<file path="src/rtl/astro_pkg.sv">
// ---------------------------------------------------------------------------
// astro_pkg
// Shared types and defaults for the template-match pass sequencer.
//   sched_state_t : top-level sequencer states
//   DEF_*         : default image / window / score geometry
//   coord_t       : window-origin coordinate at default geometry
//   score_t       : match score at default width
// ---------------------------------------------------------------------------
package astro_pkg;

  typedef enum logic [2:0] {
    IDLE,
    LOAD_TMPL,
    START_WIN,
    SCAN,
    REPORT
  } sched_state_t;

  localparam int DEF_IMG_W   = 80;
  localparam int DEF_IMG_H   = 80;
  localparam int DEF_WIN     = 16;
  localparam int DEF_SCORE_W = 16;

  typedef logic [6:0]             coord_t;
  typedef logic [DEF_SCORE_W-1:0] score_t;

endpackage

</file>
<file path="src/rtl/match_scheduler_if.sv">
// ---------------------------------------------------------------------------
// match_scheduler_if
// Groups the host, template-loader, window-streamer and score signals of the
// match scheduler.
//   master : host/datapath side (drives start, abort, tmpl_done, win_ack,
//            win_done, score_valid, score, result_ack)
//   slave  : scheduler side (drives busy, tmpl_start, win_en, result_valid,
//            best_score, best_x, best_y, err)
// ---------------------------------------------------------------------------
interface match_scheduler_if #(
  parameter int SCORE_W = astro_pkg::DEF_SCORE_W,
  parameter int XW      = 7,
  parameter int YW      = 7
);

  logic               start;
  logic               abort;
  logic               busy;
  logic               tmpl_start;
  logic               tmpl_done;
  logic               win_en;
  logic               win_ack;
  logic               win_done;
  logic               score_valid;
  logic [SCORE_W-1:0] score;
  logic               result_valid;
  logic               result_ack;
  logic [SCORE_W-1:0] best_score;
  logic [XW-1:0]      best_x;
  logic [YW-1:0]      best_y;
  logic               err;

  modport master (
    output start, abort, tmpl_done, win_ack, win_done, score_valid, score,
           result_ack,
    input  busy, tmpl_start, win_en, result_valid, best_score, best_x,
           best_y, err
  );

  modport slave (
    input  start, abort, tmpl_done, win_ack, win_done, score_valid, score,
           result_ack,
    output busy, tmpl_start, win_en, result_valid, best_score, best_x,
           best_y, err
  );

endinterface

</file>
<file path="src/rtl/best_match_tracker.sv">
// ---------------------------------------------------------------------------
// best_match_tracker
// Holds the running minimum score with its window origin, and the raster
// x/y counters that name the window each incoming score belongs to.
//   clk, rst_n  : clock, asynchronous active-low reset
//   clear       : start of a pass; best_score to all-ones, coordinates to 0
//   score_valid : accepted score for the current raster position
//   score       : match score (lower is better)
//   best_score, best_x, best_y : current best result
// ---------------------------------------------------------------------------
module best_match_tracker #(
  parameter int SCORE_W = 16,
  parameter int XW      = 7,
  parameter int YW      = 7,
  parameter int NX      = 65
) (
  input  logic               clk,
  input  logic               rst_n,
  input  logic               clear,
  input  logic               score_valid,
  input  logic [SCORE_W-1:0] score,
  output logic [SCORE_W-1:0] best_score,
  output logic [XW-1:0]      best_x,
  output logic [YW-1:0]      best_y
);

  logic [XW-1:0] x;
  logic [YW-1:0] y;

  // Strict less-than keeps the earliest window when scores tie.
  // x wraps at the last window column and carries into y.
  always_ff @(posedge clk or negedge rst_n) begin
    if (!rst_n) begin
      best_score <= '0;
      best_x     <= '0;
      best_y     <= '0;
      x          <= '0;
      y          <= '0;
    end else if (clear) begin
      best_score <= '1;
      best_x     <= '0;
      best_y     <= '0;
      x          <= '0;
      y          <= '0;
    end else if (score_valid) begin
      if (score < best_score) begin
        best_score <= score;
        best_x     <= x;
        best_y     <= y;
      end
      if (x == XW'(NX - 1)) begin
        x <= '0;
        y <= y + 1'b1;
      end else begin
        x <= x + 1'b1;
      end
    end
  end

endmodule

</file>
<file path="src/rtl/match_scheduler.sv">
// ---------------------------------------------------------------------------
// match_scheduler
// Sequences one template-match pass: pulses the template loader, enables the
// window streamer, consumes one score per window in raster order, and holds
// the minimum score and its window origin until the host acknowledges it.
//   clk, rst_n : clock, asynchronous active-low reset
//   bus        : match_scheduler_if.slave (host, loader, streamer, scores,
//                result outputs)
// ---------------------------------------------------------------------------
module match_scheduler
  import astro_pkg::*;
#(
  parameter int IMG_W   = DEF_IMG_W,
  parameter int IMG_H   = DEF_IMG_H,
  parameter int WIN     = DEF_WIN,
  parameter int SCORE_W = DEF_SCORE_W
) (
  input logic             clk,
  input logic             rst_n,
  match_scheduler_if.slave bus
);

  localparam int NX   = IMG_W - WIN + 1;
  localparam int NY   = IMG_H - WIN + 1;
  localparam int NWIN = NX * NY;
  localparam int CW   = $clog2(NWIN + 1);
  localparam int XW   = $clog2(IMG_W);
  localparam int YW   = $clog2(IMG_H);
  localparam logic [CW-1:0] NWIN_C = CW'(NWIN);

  sched_state_t  state, state_d;
  logic [CW-1:0] count, count_d;
  logic          done_seen, done_seen_d;
  logic          err_q, err_d;
  logic          tmpl_q, tmpl_d;
  logic          clear;
  logic          upd;
  logic          accept;

  logic [SCORE_W-1:0] best_score;
  logic [XW-1:0]      best_x;
  logic [YW-1:0]      best_y;

  assign accept = bus.score_valid && (count < NWIN_C);

  // State and bookkeeping registers.
  always_ff @(posedge clk or negedge rst_n) begin
    if (!rst_n) begin
      state     <= IDLE;
      count     <= '0;
      done_seen <= 1'b0;
      err_q     <= 1'b0;
      tmpl_q    <= 1'b0;
    end else begin
      state     <= state_d;
      count     <= count_d;
      done_seen <= done_seen_d;
      err_q     <= err_d;
      tmpl_q    <= tmpl_d;
    end
  end

  // Next-state logic. In SCAN a same-cycle score is counted before win_done
  // is judged. Once win_done is latched the streamer may still drain scores
  // back-to-back; the first score-less cycle with the count still short ends
  // the pass with err.
  always_comb begin
    state_d     = state;
    count_d     = count;
    done_seen_d = done_seen;
    err_d       = err_q;
    tmpl_d      = 1'b0;
    clear       = 1'b0;
    upd         = 1'b0;

    case (state)
      IDLE: begin
        if (bus.start) begin
          tmpl_d      = 1'b1;
          clear       = 1'b1;
          err_d       = 1'b0;
          count_d     = '0;
          done_seen_d = 1'b0;
          state_d     = LOAD_TMPL;
        end
      end
      LOAD_TMPL: begin
        if (bus.tmpl_done) state_d = START_WIN;
      end
      START_WIN: begin
        if (bus.win_ack) state_d = SCAN;
      end
      SCAN: begin
        if (bus.score_valid) begin
          if (accept) begin
            upd     = 1'b1;
            count_d = count + 1'b1;
          end else begin
            err_d = 1'b1;
          end
        end
        if (bus.win_done) done_seen_d = 1'b1;
        if ((bus.win_done || done_seen) && (count_d == NWIN_C)) begin
          done_seen_d = 1'b0;
          state_d     = REPORT;
        end else if (done_seen && !bus.score_valid) begin
          err_d       = 1'b1;
          done_seen_d = 1'b0;
          state_d     = REPORT;
        end
      end
      REPORT: begin
        if (bus.result_ack) state_d = IDLE;
      end
      default: state_d = IDLE;
    endcase

    // abort wins over every other event but leaves err as it was.
    if (bus.abort && (state != IDLE)) begin
      state_d     = IDLE;
      count_d     = count;
      done_seen_d = 1'b0;
      err_d       = err_q;
      tmpl_d      = 1'b0;
      clear       = 1'b0;
      upd         = 1'b0;
    end
  end

  best_match_tracker #(
    .SCORE_W (SCORE_W),
    .XW      (XW),
    .YW      (YW),
    .NX      (NX)
  ) u_tracker (
    .clk         (clk),
    .rst_n       (rst_n),
    .clear       (clear),
    .score_valid (upd),
    .score       (bus.score),
    .best_score  (best_score),
    .best_x      (best_x),
    .best_y      (best_y)
  );

  assign bus.busy         = (state != IDLE);
  assign bus.tmpl_start   = tmpl_q;
  assign bus.win_en       = (state == START_WIN);
  assign bus.result_valid = (state == REPORT);
  assign bus.err          = err_q;
  assign bus.best_score   = best_score;
  assign bus.best_x       = best_x;
  assign bus.best_y       = best_y;

endmodule

</file>
<file path="src/flat_wrapper.sv">
// flat-port wrapper written by rule: the top's interface ports become plain ports
module match_scheduler_flat import astro_pkg::*;
#(
  parameter int IMG_W   = DEF_IMG_W,
  parameter int IMG_H   = DEF_IMG_H,
  parameter int WIN     = DEF_WIN,
  parameter int SCORE_W = DEF_SCORE_W
)
  (clk, rst_n, bus_start, bus_abort, bus_tmpl_done, bus_win_ack, bus_win_done, bus_score_valid, bus_score, bus_result_ack, bus_busy, bus_tmpl_start, bus_win_en, bus_result_valid, bus_best_score, bus_best_x, bus_best_y, bus_err);
  match_scheduler_if #(.SCORE_W(SCORE_W), .XW(($clog2(IMG_W))), .YW(($clog2(IMG_H)))) bus_i ();
  input logic clk;
  input logic rst_n;
  input wire logic [$bits(bus_i.start)-1:0] bus_start;
  input wire logic [$bits(bus_i.abort)-1:0] bus_abort;
  input wire logic [$bits(bus_i.tmpl_done)-1:0] bus_tmpl_done;
  input wire logic [$bits(bus_i.win_ack)-1:0] bus_win_ack;
  input wire logic [$bits(bus_i.win_done)-1:0] bus_win_done;
  input wire logic [$bits(bus_i.score_valid)-1:0] bus_score_valid;
  input wire logic [$bits(bus_i.score)-1:0] bus_score;
  input wire logic [$bits(bus_i.result_ack)-1:0] bus_result_ack;
  output wire logic [$bits(bus_i.busy)-1:0] bus_busy;
  output wire logic [$bits(bus_i.tmpl_start)-1:0] bus_tmpl_start;
  output wire logic [$bits(bus_i.win_en)-1:0] bus_win_en;
  output wire logic [$bits(bus_i.result_valid)-1:0] bus_result_valid;
  output wire logic [$bits(bus_i.best_score)-1:0] bus_best_score;
  output wire logic [$bits(bus_i.best_x)-1:0] bus_best_x;
  output wire logic [$bits(bus_i.best_y)-1:0] bus_best_y;
  output wire logic [$bits(bus_i.err)-1:0] bus_err;
  assign bus_i.start = bus_start;
  assign bus_i.abort = bus_abort;
  assign bus_i.tmpl_done = bus_tmpl_done;
  assign bus_i.win_ack = bus_win_ack;
  assign bus_i.win_done = bus_win_done;
  assign bus_i.score_valid = bus_score_valid;
  assign bus_i.score = bus_score;
  assign bus_i.result_ack = bus_result_ack;
  assign bus_busy = bus_i.busy;
  assign bus_tmpl_start = bus_i.tmpl_start;
  assign bus_win_en = bus_i.win_en;
  assign bus_result_valid = bus_i.result_valid;
  assign bus_best_score = bus_i.best_score;
  assign bus_best_x = bus_i.best_x;
  assign bus_best_y = bus_i.best_y;
  assign bus_err = bus_i.err;
  match_scheduler #(.IMG_W(IMG_W), .IMG_H(IMG_H), .WIN(WIN), .SCORE_W(SCORE_W)) u_core (.clk(clk), .rst_n(rst_n), .bus(bus_i));
endmodule
</file>
<file path="config.mk">
export PLATFORM = sky130hd
export DESIGN_NAME = match_scheduler_flat
export DESIGN_NICKNAME = d
export VERILOG_FILES = /design/src/rtl/astro_pkg.sv /design/src/rtl/match_scheduler_if.sv /design/src/rtl/best_match_tracker.sv /design/src/rtl/match_scheduler.sv /design/src/flat_wrapper.sv
export SDC_FILE = /design/constraint.sdc
export NUM_CORES = 1
export LEC_CHECK = 0
export BUFFER_PORTS_ARGS = -buffer_cell sky130_fd_sc_hd__buf_2
export CORE_MARGIN = 2
export CORE_UTILIZATION = 40
export CTS_BUF_LIST = sky130_fd_sc_hd__clkbuf_2
export DETAILED_ROUTE_END_ITERATION = 6
export GPL_TIMING_DRIVEN = 0
export SLEW_MARGIN = 20
export SYNTH_ARGS = -nofsm -noshare
export SYNTH_HDL_FRONTEND = slang
export SYNTH_SLANG_ARGS = --single-unit
export TNS_END_PERCENT = 30
</file>
<file path="constraint.sdc">
create_clock -name clk -period 3.9 [get_ports clk]
set_clock_uncertainty 0.2 [all_clocks]
set_input_delay 0.39 -clock clk [delete_from_list [all_inputs] [get_ports clk]]
set_output_delay 0.39 -clock clk [all_outputs]
set_load 0.03 [all_outputs]
</file>
==> metrics.txt <==
# TYPE chip_impl_metric gauge
chip_impl_metric{name="report.final.setup_viol",unit=""} 0
chip_impl_metric{name="routed-via-count",unit=""} 3602
chip_impl_metric{name="timing.final.crit_period",unit="ps"} 3010
chip_impl_metric{name="gp_routability_congestion",unit=""} 0.864
chip_impl_metric{name="clkPwrFrac",unit=""} 0.213
chip_impl_metric{name="synthesis.instances",unit=""} 440
chip_impl_metric{name="fin_area",unit="mm²"} 0.00464
chip_impl_metric{name="reg2regPathDepth",unit=""} 9
chip_impl_metric{name="timing.final.crit_share",unit=""} 0.772
chip_impl_metric{name="design.die.area",unit="mm²"} 0.0104
chip_impl_metric{name="max_clock_freq",unit="MHz"} 332
chip_impl_metric{name="critical_path_arrival",unit="ps"} 3220
chip_impl_metric{name="insertedDiodeCount",unit=""} 0
chip_impl_metric{name="fin_tns_setup",unit="ps"} 0
chip_impl_metric{name="avg_wl_per_cell",unit="µm"} 14.6
chip_impl_metric{name="powerDensity",unit="mW/mm²"} 453
chip_impl_info{name="critical_path_most_common_cell",value="sky130_fd_sc_hd__a21o_1"} 1
chip_impl_metric{name="n_fill_cell",unit=""} 921
chip_impl_metric{name="wire_length_of_the_first_global_routing_pass",unit="µm"} 16100
chip_impl_info{name="crit_path_start_kind",value="input pin"} 1
chip_impl_metric{name="antenna_viol_nets_final",unit=""} 0
chip_impl_metric{name="worst_ir_drop_vdd",unit="V"} 0.000283
chip_impl_metric{name="area_growth_syn_to_layout",unit="%"} 20.9
chip_impl_info{name="critical_path_class",value="in -> reg"} 1
chip_impl_metric{name="num-nets-final",unit=""} 574
chip_impl_info{name="critPathTopFamily",value="compound AO/OA/AOI/OAI gates"} 1
chip_impl_metric{name="synth_async_sr_flop_share",unit=""} 1.00
chip_impl_metric{name="dp.final_hpwl",unit="µm"} 6810
chip_impl_metric{name="count_of_buffers_inserted_at_the_top_level_ports",unit=""} 59
chip_impl_metric{name="fp-row-count",unit=""} 35
chip_impl_info{name="clk_root_buffer_cell",value="sky130_fd_sc_hd__clkbuf_2"} 1
chip_impl_metric{name="sw_frac_of_total",unit=""} 0.420
chip_impl_info{name="cpMaxStageDelayCell",value="sky130_fd_sc_hd__a211oi_2"} 1
chip_impl_metric{name="cell_internal_power",unit="µW"} 1220
chip_impl_metric{name="globalRouteTotalUtil",unit=""} 0.197
chip_impl_info{name="outcome",value="complete, no violations"} 1
chip_impl_metric{name="syn-num-nets",unit=""} 484
chip_impl_info{name="min-delay-path-class",value="in -> reg"} 1
chip_impl_metric{name="die_y",unit="µm"} 102
chip_impl_metric{name="cts_buffers",unit=""} 9
chip_impl_metric{name="p_sw",unit="µW"} 882
chip_impl_metric{name="critPathMaxStageDelay",unit="ps"} 600
chip_impl_metric{name="synth.lib_cells_used.distinct",unit=""} 60
chip_impl_info{name="worst_setup_path_end_kind",value="flip-flop"} 1
chip_impl_metric{name="slew_violations",unit=""} 0
chip_impl_metric{name="p_leak",unit="µW"} 0.00223
chip_impl_metric{name="synth_area",unit="mm²"} 0.00383
chip_impl_metric{name="max-clock-path-buffers",unit=""} 2
chip_impl_metric{name="final_cell_count_no_fill",unit=""} 664
chip_impl_metric{name="required",unit="ps"} 4110
chip_impl_metric{name="avgViaCountPerCell",unit=""} 5.42
chip_impl_info{name="synth_flop_cell",value="sky130_fd_sc_hd__dfrtp_1"} 1
chip_impl_info{name="rsz0062_at_grt",value="no"} 1
chip_impl_metric{name="grt_start_max_net_pins",unit=""} 46
chip_impl_metric{name="dp.cells",unit=""} 629
chip_impl_metric{name="initial_antenna_violation_count",unit=""} 0
chip_impl_metric{name="syn_area_per_cell",unit="µm²"} 8.72
chip_impl_metric{name="min_path_cells",unit=""} 3
chip_impl_info{name="worstPathCellList",value="dlygate4sd3_1 -> buf_2 -> ha_1 -> a21o_1 -> a21o_1 -> a21o_1 -> a211oi_2 -> o21a_1 -> buf_2 -> o21ai_0"} 1
chip_impl_metric{name="cts_num_sinks",unit=""} 63
chip_impl_metric{name="max_slew_margin",unit=""} 0.438
chip_impl_metric{name="drt_first_iter_violations",unit=""} 173
chip_impl_metric{name="grt-ovfl-total",unit=""} 0
chip_impl_metric{name="dpl-instance-area",unit="mm²"} 0.00432
chip_impl_metric{name="design.portCount",unit=""} 60
chip_impl_metric{name="share_comb_of_total_power",unit=""} 0.406
chip_impl_metric{name="report.final.hold_viol_count",unit=""} 0
chip_impl_metric{name="dr.pass1.iters",unit=""} 5
chip_impl_metric{name="ctsResizeCount",unit=""} 0
chip_impl_metric{name="start_util",unit=""} 0.413
chip_impl_metric{name="critical_path_cell_count",unit=""} 10
chip_impl_metric{name="worstMarginPinSlew",unit="ps"} 843
chip_impl_metric{name="synth-warning-count",unit=""} 0
chip_impl_metric{name="critical_path_peak_fanout",unit=""} 10
chip_impl_metric{name="drive_gt1_frac",unit=""} 0.178
chip_impl_info{name="hold_path_startpoint",value="bus_abort"} 1
chip_impl_info{name="worstReg2RegEnd",value="u_core.u_tracker.best_score[13]$_DFFE_PN0P_"} 1
chip_impl_metric{name="remaining_drc_errors",unit=""} 0
chip_impl_metric{name="worstPathBufferInverterCount",unit=""} 3
chip_impl_metric{name="share_seq_of_total_power",unit=""} 0.381
chip_impl_metric{name="reg2reg_slack",unit="ps"} 920
chip_impl_metric{name="final_core_utilization",unit=""} 0.499
chip_impl_info{name="min_delay_worst_endpoint",value="u_core.state[1]$_DFFE_PN0P_"} 1
chip_impl_metric{name="synth_enable_flop_cells",unit=""} 0
chip_impl_metric{name="ff_latch_count_synth",unit=""} 63
chip_impl_metric{name="route.final.wire_length",unit="µm"} 9730
chip_impl_metric{name="post-cts-setup-buffer-count",unit=""} 0
chip_impl_metric{name="die_x",unit="µm"} 102
chip_impl_info{name="critical_path.reg2reg.startpoint",value="u_core.state[2]$_DFFE_PN0P_"} 1
chip_impl_metric{name="clk_latency_worst_skew_pair",unit="ps"} 530
chip_impl_metric{name="design.core.area",unit="mm²"} 0.00928
chip_impl_metric{name="clkSlewWorstSetupHoldPaths",unit="ps"} 170
chip_impl_metric{name="first_global_vias",unit=""} 3393
chip_impl_metric{name="timing.max_cap.violations",unit=""} 0
chip_impl_metric{name="cts-htree-levels",unit=""} 3
chip_impl_metric{name="synth-seq-area-share",unit=""} 0.411
chip_impl_info{name="tritoncts_clock_tree",value="done"} 1
metrics by stage:
| step | hold WS (ps) | setup WS [ps] | power (µW) |
|---|---|---|---|
| after floorplan | -106 | 1200 | 1400 |
| after global placement | 320 | 889 | 1640 |
| after detailed placement | 94.4 | 871 | 1650 |
| after CTS | 4.92 | 884 | 2120 |
| after global routing | 30.6 | 635 | 2250 |
| final | 41.9 | 890 | 2100 |
routing by layer:
layer	track usage	share of wire	routed length, µm	up-vias
met4	0.0656	0.020	198	0
li1	-	-	-	1778
met3	0.0397	0.038	374	22
met2	0.330	0.48	4630	91
met1	0.255	0.46	4520	1711
met5	0	0	0	-
cells by family after synthesis:
kind of cell             after synthesis  synth area share
buffers and inverters                 50            0.0555
multiplexers                           8            0.0209
XOR/XNOR                               9            0.0206
AND/OR/NAND/NOR                      150             0.194
flip-flops                            63             0.411
AO/OA/AOI/OAI                        141             0.236
adder cells (fa/ha/maj)               19            0.0620
placed cells by master (no fill, tap or decap), drive strengths merged, types with 2 or more instances in the layout:
| master | n |
|---|---|
| and3 | 8 |
| a21oi | 16 |
| nand2 | 44 |
| nor3b | 2 |
| buf | 72 |
| or4 | 2 |
| nand2b | 6 |
| dlygate4sd3 | 19 |
| nor3 | 7 |
| a22o | 3 |
| mux2i | 8 |
| o21ai | 58 |
| dfrtp | 63 |
| a211oi | 3 |
| inv | 22 |
| o31a | 2 |
| o31ai | 3 |
| nor2 | 46 |
| ha | 19 |
| nand3 | 8 |
| nor2b | 3 |
| xnor2 | 5 |
| and4 | 4 |
| o211ai | 29 |
| clkinv | 4 |
| o41ai | 2 |
| a21o | 7 |
| and2 | 3 |
| xor2 | 4 |
| a31oi | 5 |
| o22ai | 3 |
| nand4 | 10 |
| or3 | 3 |
| bufinv | 2 |
| clkbuf | 26 |
worst reg2reg max path: stages, from the launching register on:
cell and delay, ps:
sky130_fd_sc_hd__dfrtp_1 390, sky130_fd_sc_hd__clkbuf_1 200, sky130_fd_sc_hd__nor2_1 240, sky130_fd_sc_hd__and3_1 180, sky130_fd_sc_hd__clkbuf_1 350, sky130_fd_sc_hd__nand3_2 300, sky130_fd_sc_hd__nor2_4 310, sky130_fd_sc_hd__o21a_1 340
sky130_fd_sc_hd__buf_2 270, sky130_fd_sc_hd__o21ai_0 120
power by group through the flow:
stage	Combinational (µW)	Clock, µW	Sequential, µW
after floorplan	467	0	931
after global placement	828	0	809
after detailed placement	840	0	813
after CTS	859	457	799
after global routing	956	484	815
final	853	448	800
area by class of cell:
type / instances / area, µm² / area share
plain buffers: 28 / 130 / 0.0281
flip-flops and latches: 63 / 1580 / 0.340
multi-input cells: 327 / 2050 / 0.441
well taps: 129 / 161 / 0.0348
clock buffers: 10 / 50.0 / 0.0108
inverters: 22 / 82.6 / 0.0178
repair buffers: 79 / 515 / 0.111
clock inverters: 6 / 75.1 / 0.0162
how the worst max path moves through the flow:
stage                                                           from                                          end  slack [ps]
after floorplan           u_core.u_tracker.best_score[1]$_DFFE_PN0P_   u_core.u_tracker.best_score[0]$_DFFE_PN0P_        1200
after global placement                                  bus_score[1]  u_core.u_tracker.best_score[12]$_DFFE_PN0P_         890
after detailed placement                                bus_score[1]  u_core.u_tracker.best_score[13]$_DFFE_PN0P_         870
after CTS                                               bus_score[1]  u_core.u_tracker.best_score[13]$_DFFE_PN0P_         880
after global routing                     u_core.state[2]$_DFFE_PN0P_  u_core.u_tracker.best_score[13]$_DFFE_PN0P_         630
final                                                   bus_score[1]  u_core.u_tracker.best_score[13]$_DFFE_PN0P_         890
synthesized netlist by cell type (4+ instances only):
cell type	count	area share
sky130_fd_sc_hd__a21oi_1	16	0.021
sky130_fd_sc_hd__xnor2_1	5	0.011
sky130_fd_sc_hd__nand2_1	44	0.043
sky130_fd_sc_hd__nor3_1	6	0.0078
sky130_fd_sc_hd__inv_1	21	0.021
sky130_fd_sc_hd__a31oi_1	5	0.0082
sky130_fd_sc_hd__a21o_1	7	0.014
sky130_fd_sc_hd__mux2i_1	8	0.021
sky130_fd_sc_hd__nand3_1	7	0.0091
sky130_fd_sc_hd__and3_1	7	0.011
sky130_fd_sc_hd__o21ai_0	55	0.072
sky130_fd_sc_hd__nand4_1	10	0.016
sky130_fd_sc_hd__dfrtp_1	63	0.41
sky130_fd_sc_hd__nor2_1	44	0.043
sky130_fd_sc_hd__o211ai_1	29	0.057
sky130_fd_sc_hd__ha_1	19	0.062
sky130_fd_sc_hd__buf_2	8	0.010
sky130_fd_sc_hd__xor2_1	4	0.0091
sky130_fd_sc_hd__nand2b_1	6	0.0098
sky130_fd_sc_hd__clkbuf_1	16	0.016
state kept, by name, summed over array words and instances (netlist names):
register / count
u_core.u_tracker.y: 7
u_core.u_tracker.best_y: 7
u_core.u_tracker.best_score: 16
u_core.done_seen: 1
u_core.count: 13
u_core.u_tracker.best_x: 7
u_core.bus.tmpl_start: 1
u_core.state: 3
u_core.bus.err: 1
u_core.u_tracker.x: 7
what timing repair did:
item                                    4_1_cts  5_1_grt
endpoints found under the hold margin        81        0
hold buffers                                 19        0
endpoints found under the setup margin        0        0
(Power assumes the default switching activity.)
